==> config.mk <==
export PLATFORM = sky130hd
export DESIGN_NAME = id_ex_stage
export DESIGN_NICKNAME = d
export VERILOG_FILES = /design/src/rtl/id_ex_stage.sv
export SDC_FILE = /design/constraint.sdc
export NUM_CORES = 1
export LEC_CHECK = 0
export CAP_MARGIN = 20
export CELL_PAD_IN_SITES_DETAIL_PLACEMENT = 0
export CELL_PAD_IN_SITES_GLOBAL_PLACEMENT = 2
export CORE_MARGIN = 4
export CORE_UTILIZATION = 29
export CTS_BUF_LIST = sky130_fd_sc_hd__clkbuf_8
export DETAILED_ROUTE_END_ITERATION = 16
export PLACE_DENSITY_LB_ADDON = 0.1
export SLEW_MARGIN = 20
export SYNTH_ARGS = -nofsm -noshare
export SYNTH_HDL_FRONTEND = slang
export SYNTH_SLANG_ARGS = --single-unit
==> constraint.sdc <==
create_clock -name clk -period 5 [get_ports clk]
set_clock_uncertainty 0.15 [all_clocks]
set_input_delay 1 -clock clk [delete_from_list [all_inputs] [get_ports clk]]
set_output_delay 1 -clock clk [all_outputs]
set_load 0.005 [all_outputs]
==> src/rtl/id_ex_stage.sv <==
// ID/EX pipeline register with operand forwarding and load-use detection.
// Holds the decoded instruction for EX and picks the freshest operand values
// from MEM, WB or the captured register-file read data.
module id_ex_stage #(
   parameter int unsigned DW = 32,
   parameter int unsigned AW = 5
) (
   input  logic          clk,
   input  logic          reset,
   input  logic          stall,
   input  logic          flush,
   input  logic          id_valid,
   input  logic [AW-1:0] id_rs_addr,
   input  logic [AW-1:0] id_rt_addr,
   input  logic [DW-1:0] id_rs_data,
   input  logic [DW-1:0] id_rt_data,
   input  logic [DW-1:0] id_imm,
   input  logic [4:0]    id_shamt,
   input  logic [AW-1:0] id_dst_addr,
   input  logic [3:0]    id_alu_ctl,
   input  logic          id_sign,
   input  logic          id_src1_shamt,
   input  logic          id_src2_imm,
   input  logic          id_reg_write,
   input  logic          id_mem_read,
   input  logic          id_mem_write,
   input  logic          id_mem_to_reg,
   input  logic          mem_reg_write,
   input  logic [AW-1:0] mem_dst_addr,
   input  logic [DW-1:0] mem_fwd_data,
   input  logic          wb_reg_write,
   input  logic [AW-1:0] wb_dst_addr,
   input  logic [DW-1:0] wb_data,
   output logic [DW-1:0] alu_in1,
   output logic [DW-1:0] alu_in2,
   output logic [3:0]    alu_ctl,
   output logic          alu_sign,
   output logic          ex_valid,
   output logic          ex_reg_write,
   output logic          ex_mem_read,
   output logic          ex_mem_write,
   output logic          ex_mem_to_reg,
   output logic [AW-1:0] ex_dst_addr,
   output logic [DW-1:0] ex_store_data,
   output logic          load_use
);

   logic          valid_q;
   logic [AW-1:0] rs_addr_q, rt_addr_q, dst_addr_q;
   logic [DW-1:0] rs_data_q, rt_data_q, imm_q;
   logic [4:0]    shamt_q;
   logic [3:0]    alu_ctl_q;
   logic          sign_q, src1_shamt_q, src2_imm_q;
   logic          reg_write_q, mem_read_q, mem_write_q, mem_to_reg_q;
   logic [DW-1:0] fwd_rs, fwd_rt;

   // Operand forwarding: MEM beats WB beats captured data; $0 is never forwarded.
   always_comb begin
      fwd_rs = rs_data_q;
      if (mem_reg_write && mem_dst_addr == rs_addr_q && rs_addr_q != '0) begin
         fwd_rs = mem_fwd_data;
      end else if (wb_reg_write && wb_dst_addr == rs_addr_q && rs_addr_q != '0) begin
         fwd_rs = wb_data;
      end
      fwd_rt = rt_data_q;
      if (mem_reg_write && mem_dst_addr == rt_addr_q && rt_addr_q != '0) begin
         fwd_rt = mem_fwd_data;
      end else if (wb_reg_write && wb_dst_addr == rt_addr_q && rt_addr_q != '0) begin
         fwd_rt = wb_data;
      end
   end

   // ALU operand muxing, control gating and load-use detection.
   always_comb begin
      alu_in1       = src1_shamt_q ? {{(DW-5){1'b0}}, shamt_q} : fwd_rs;
      alu_in2       = src2_imm_q ? imm_q : fwd_rt;
      alu_ctl       = alu_ctl_q;
      alu_sign      = sign_q;
      ex_valid      = valid_q;
      ex_reg_write  = valid_q & reg_write_q;
      ex_mem_read   = valid_q & mem_read_q;
      ex_mem_write  = valid_q & mem_write_q;
      ex_mem_to_reg = valid_q & mem_to_reg_q;
      ex_dst_addr   = dst_addr_q;
      ex_store_data = fwd_rt;
      load_use      = id_valid & valid_q & mem_read_q & (dst_addr_q != '0) &
                      ((dst_addr_q == id_rs_addr) | (dst_addr_q == id_rt_addr));
   end

   // Pipeline register update: flush > stall > load-use bubble > normal capture.
   always_ff @(posedge clk or negedge reset) begin
      if (!reset) begin
         valid_q      <= 1'b0;
         rs_addr_q    <= '0;
         rt_addr_q    <= '0;
         dst_addr_q   <= '0;
         rs_data_q    <= '0;
         rt_data_q    <= '0;
         imm_q        <= '0;
         shamt_q      <= '0;
         alu_ctl_q    <= '0;
         sign_q       <= 1'b0;
         src1_shamt_q <= 1'b0;
         src2_imm_q   <= 1'b0;
         reg_write_q  <= 1'b0;
         mem_read_q   <= 1'b0;
         mem_write_q  <= 1'b0;
         mem_to_reg_q <= 1'b0;
      end else if (flush || (!stall && load_use)) begin
         valid_q      <= 1'b0;
         rs_addr_q    <= '0;
         rt_addr_q    <= '0;
         dst_addr_q   <= '0;
         rs_data_q    <= '0;
         rt_data_q    <= '0;
         imm_q        <= '0;
         shamt_q      <= '0;
         alu_ctl_q    <= '0;
         sign_q       <= 1'b0;
         src1_shamt_q <= 1'b0;
         src2_imm_q   <= 1'b0;
         reg_write_q  <= 1'b0;
         mem_read_q   <= 1'b0;
         mem_write_q  <= 1'b0;
         mem_to_reg_q <= 1'b0;
      end else if (stall) begin
         // Latch forwarded values so a result retiring during the hold survives.
         rs_data_q <= fwd_rs;
         rt_data_q <= fwd_rt;
      end else begin
         valid_q      <= id_valid;
         rs_addr_q    <= id_rs_addr;
         rt_addr_q    <= id_rt_addr;
         dst_addr_q   <= id_dst_addr;
         rs_data_q    <= id_rs_data;
         rt_data_q    <= id_rt_data;
         imm_q        <= id_imm;
         shamt_q      <= id_shamt;
         alu_ctl_q    <= id_alu_ctl;
         sign_q       <= id_sign;
         src1_shamt_q <= id_src1_shamt;
         src2_imm_q   <= id_src2_imm;
         reg_write_q  <= id_reg_write;
         mem_read_q   <= id_mem_read;
         mem_write_q  <= id_mem_write;
         mem_to_reg_q <= id_mem_to_reg;
      end
   end

endmodule

# --- After elaboration in Yosys (flattened, before gate mapping) ---
# Cells that the tools add are included.
op_classes:
  n_eq_ne: 7
  n_mux: 38
  n_bitwise: 9
  reduce_logical: 14
op_table:
  columns: ["operator", "count"]
  rows:
  - ["2-to-1 mux 32 bit", 12]
  - ["2-to-1 mux 5 bit", 8]
  - ["== test 5 bit", 6]
  - ["2-to-1 mux 1 bit", 16]
  - ["nonzero test 5 bit", 3]
  - ["logical AND 1 bit", 9]
  - ["bitwise AND 1 bit", 8]
  - ["2-to-1 mux 4 bit", 2]
  - ["!= test 2 x 1 -> 1 bit, second input constant", 1]
  - ["logical NOT 1 bit", 1]
  - ["logical OR 1 bit", 1]
  - ["OR 1 bit", 1]
word_totals:
  regBits: 128
  inputBits: 208
  word_cells: 84

# --- Logic depth before layout (Yosys ltp) ---
logic_depth:
  depth_word: 7
  ltp_mapped: 9

# --- Worst setup path after synthesis ---
# Ideal clock, no wire load.
synth_timing:
  kind: "in2out"
  from: "input wb_dst_addr[3]"
  to: "output alu_in2[30]"
  arrival_ns: 2.366
  t_required_ns: 3.850
  slack_ns: 1.484
  cell_stages: 7
  cell_sequence: "xnor2_1 > and4_1 > clkbuf_1 > clkbuf_1 > nand3_1 > a31oi_1 > mux2_2"
synth_between:
  elab_chain_len: 6
synth_rtl:
  columns: ["element", "line", "source"]
  rows:
  - ["from (decl)", "32", "input logic [AW-1:0] wb_dst_addr,"]
  - ["== test 5 bit", "68", "end else if (wb_reg_write && wb_dst_addr == rt_addr_q && rt_addr_q != '0) begin"]
  - ["logical AND 1 bit (2 in a row)", "68", null]
  - ["2-to-1 mux 32 bit", "68", null]
  - ["2-to-1 mux 32 bit", "66", "if (mem_reg_write && mem_dst_addr == rt_addr_q && rt_addr_q != '0) begin"]
  - ["net ex_store_data[30]", "44", "output logic [DW-1:0] ex_store_data,"]
  - ["2-to-1 mux 32 bit", "76", "alu_in2 = src2_imm_q ? imm_q : fwd_rt;"]
  - ["to (decl)", "35", "output logic [DW-1:0] alu_in2,"]
# The timed path passes the listed nets, and every way through them passes these cells.

# --- Final worst setup path ---
layout_timing:
  from: "input wb_dst_addr[0]"
  to: "output alu_in1[7]"
layout_between:
  elab_chain_len: 6
layout_rtl:
  columns: ["element", "line", "source"]
  rows:
  - ["== test 5 bit", "62", "end else if (wb_reg_write && wb_dst_addr == rs_addr_q && rs_addr_q != '0) begin"]
  - ["logical AND 1 bit (2 in a row)", "62", null]
  - ["2-to-1 mux 32 bit", "62", null]
  - ["2-to-1 mux 32 bit", "60", "if (mem_reg_write && mem_dst_addr == rs_addr_q && rs_addr_q != '0) begin"]
  - ["2-to-1 mux 32 bit", "75", "alu_in1 = src1_shamt_q ? {{(DW-5){1'b0}}, shamt_q} : fwd_rs;"]
  - ["to (decl)", "34", "output logic [DW-1:0] alu_in1,"]
# Every way passes these cells.

==> metrics <==
run status finished clean; CP Class in -> out; R2R Path End rs_data_q[31]$_DFF_PN0_; WL final 33.56 mm; slew margin rel. 0.3097; CTS Buf Count 17; WP data arrival 3.49 ns; Hold Vio Cnt, Final 0; clock transition at the registers of the reported paths 0.07 ns; warnings from Yosys 0; number of port buffers 319; nets 1226; Syn Std Cell Area 7802 um2; Comb pwr share 0.254; detailed placement HPWL 23.01 mm; Die Ht 172.0 um; hold-fix buffer count after cts 0; RR Startpoint rs_addr_q[2]$_DFFE_PN0P_; initial core utilization 0.2969; setup violators final 0; CTS tree yes; Switching Power 0.0008492 W; Syn Nets 944; Slew @ Worst Pin 1.035 ns; filler instances 2531; area post-placement 11320 um2; antenna viol nets, final 0; WL met3 2.553 mm; EDFF count, synth 0; Die X 172.0 um; highest routed layer met5; sw frac 0.2852; Main synth FF type dfrtp_1; top post-synthesis cells by area dfrtp_1 41%, a31oi_4 8.2%, a22o_1 7.1%, a211oi_1 4.6%, mux2_2 4.6%; CTS Root Cell clkbuf_8; fin area 11780 um2; sequential area share after synthesis 0.4105; vias in the first global route 7913; Setup crit end kind output pin; H-tree depth 4; Skew-Pair Late Insertion Delay 0.45 ns; period utilisation layout 0.9287; WL met1 14.73 mm; reg2reg path depth 7; Mean Syn Cell Area 10.60 um2; Max Buffers Root-to-Sink 2; drt drc 0; Achievable Freq 215.3 MHz; post-CTS setup buffer count 0; Mapped Cells 736; DRT Pass-1 Iters 5; total grt overflow 0; clock share of power 0.362; max-slew violations 0; Worst path max stage delay 0.61 ns; CTS sink count 128; Reg2Reg Setup Slack 2.02 ns; drt via density 5.387; Int Power 0.002128 W; CP max stage cell clkdlybuf4s50_1; Iteration-0 DRC Markers 507; largest net degree at the start of global routing 79; max-cap violation count 0; synthesis-to-finish area growth 51.03%; die area 29590 um2; layout cells sized above 1 0.1301; Seq. cell area 3206 um2; Core Rows 59; CORE AREA 26280 um2; Total Neg Setup Slack 0 ns; Multi-input gate area 4227 um2; RSZ-0062 raised after global routing no; sequential power share 0.384; cell leakage power 4.576 nW; Tightest Hold Check Type reg -> reg; worst setup path endpoint alu_in1[7]; fin crit period 4.644 ns; first-pass GRT wire length 49.56 mm; Setup crit start wb_dst_addr[0]; post-CTS resize count 0; Critical Path RT 3.85 ns; CP most frequent cell clkdlybuf4s50_1; I/O Pins 320; maximum vdd drop 0.1401 mV; worst path cell trace clkdlybuf4s50_1 > xnor2_1 > and4_1 > nand2_8 > mux2i_1 > a211oi_1 > clkdlybuf4s50_1; Yosys top cell area share 0.4105; CP startpoint kind input port; DR WL/cell 24.55 um; met2 routed WL 16.02 mm; Async SR Flop Fraction 1.000; synth unique cells 42; gr usage total 0.2198; vias after detailed routing 7364; Pwr Density 252.7 nW/um2; number of antenna violations at the first check in global routing 3; RD Place Congestion 0.7806; largest area contributor in the netlist dfrtp_1; Worst Path Max Fanout 24; post-synthesis register bit count 128
## synth_stat cells, drive strengths merged (25+ instances only)
master and n:
dfrtp 128, a22o 63, a211oi 49, clkbuf 47, o21ai 44, nand3 42
nor3 39, nor2 37, buf 35, a31oi 33, mux2 32, xnor2 30
nand2 26, o22ai 25
## metrics by stage
step	cells	hold slack (ns)	util	worst slack, ns	total power (W)
after floorplan	736	0.3173	-	1.484	0.001452
after CTS	1365	0.3574	0.4482	0.3499	0.003018
after global placement	1334	0.3326	0.4307	0.3635	0.001924
after global routing	1366	0.3672	0.4483	0.2458	0.003113
after detailed placement	1334	0.3348	0.4307	0.3544	0.001925
final	1367	0.3525	0.4484	0.3564	0.002977
## cell type report
type / count / area share
Timing Repair Buffer: 345 / 0.2940
Clock inverter: 13 / 0.01794
Tap cell: 335 / 0.03557
Clock buffer: 18 / 0.02102
Antenna cell: 2 / 0.0004247
Multi-Input combinational cell: 525 / 0.3587
Inverter: 1 / 0.0003185
Sequential cell: 128 / 0.2720
## flip-flops by register name, indices dropped and copies added, names as in the netlist, 4 cells and up
signal / count
imm_q: 32
rs_addr_q: 5
shamt_q: 5
alu_ctl: 4
rt_addr_q: 5
rt_data_q: 32
ex_dst_addr: 5
rs_data_q: 32
## how the worst min path moves through the flow
| stage | from | to | slack, ns | depth (start not counted) |
|---|---|---|---|---|
| floorplan | imm_q[0]$_DFFE_PN0P_ | imm_q[0]$_DFFE_PN0P_ | 0.32 | 1 |
| global placement | imm_q[5]$_DFFE_PN0P_ | imm_q[5]$_DFFE_PN0P_ | 0.33 | 1 |
| detailed placement | imm_q[19]$_DFFE_PN0P_ | imm_q[19]$_DFFE_PN0P_ | 0.33 | 1 |
| CTS | imm_q[30]$_DFFE_PN0P_ | imm_q[30]$_DFFE_PN0P_ | 0.36 | 1 |
| global route | imm_q[30]$_DFFE_PN0P_ | imm_q[30]$_DFFE_PN0P_ | 0.37 | 1 |
| finish | imm_q[30]$_DFFE_PN0P_ | imm_q[30]$_DFFE_PN0P_ | 0.35 | 1 |
## power groups by stage
stage | Combinational, W | Clock (W) | Sequential [W]
2_1_floorplan | 0.000315 | 0 | 0.00114
3_3_place_gp | 0.000761 | 0 | 0.00116
3_5_place_dp | 0.000763 | 0 | 0.00116
4_1_cts | 0.000766 | 0.00111 | 0.00114
5_1_grt | 0.000814 | 0.00115 | 0.00115
6_report | 0.000757 | 0.00108 | 0.00114
## kinds of logic after synthesis
logic type | count (synthesis) | synth area share
multiplexers | 56 | 0.07697
buffers and inverters | 83 | 0.05436
flip-flops | 128 | 0.4105
XOR/XNOR | 30 | 0.03368
AND/OR/NAND/NOR | 171 | 0.1079
AO/OA/AOI/OAI | 268 | 0.3166
## worst max-delay path, delay by kind of cell
kind	cells	cell delay (ns)
multiplexers	1	0.20
buffers and inverters	2	1.06
XOR/XNOR	1	0.23
AO/OA/AOI/OAI	1	0.38
AND/OR/NAND/NOR	2	0.59
## metal layers
metal	vias up	track usage
li1	3414	-
met1	3650	0.2875
met2	278	0.3630
met5	-	0
met3	18	0.06859
met4	4	0.04033
## cells in the final DEF, fill, tap and decap left out, types with 30 or more instances in the layout
master,n
clkdlybuf4s50_1,318
o21ai_1,33
a31oi_4,31
nor3_1,39
nand3_1,42
mux2_2,32
a22o_1,63
xnor2_1,30
dfrtp_1,126
nor2_1,36
a211oi_1,48
Power figures use the tool's default switching activity.
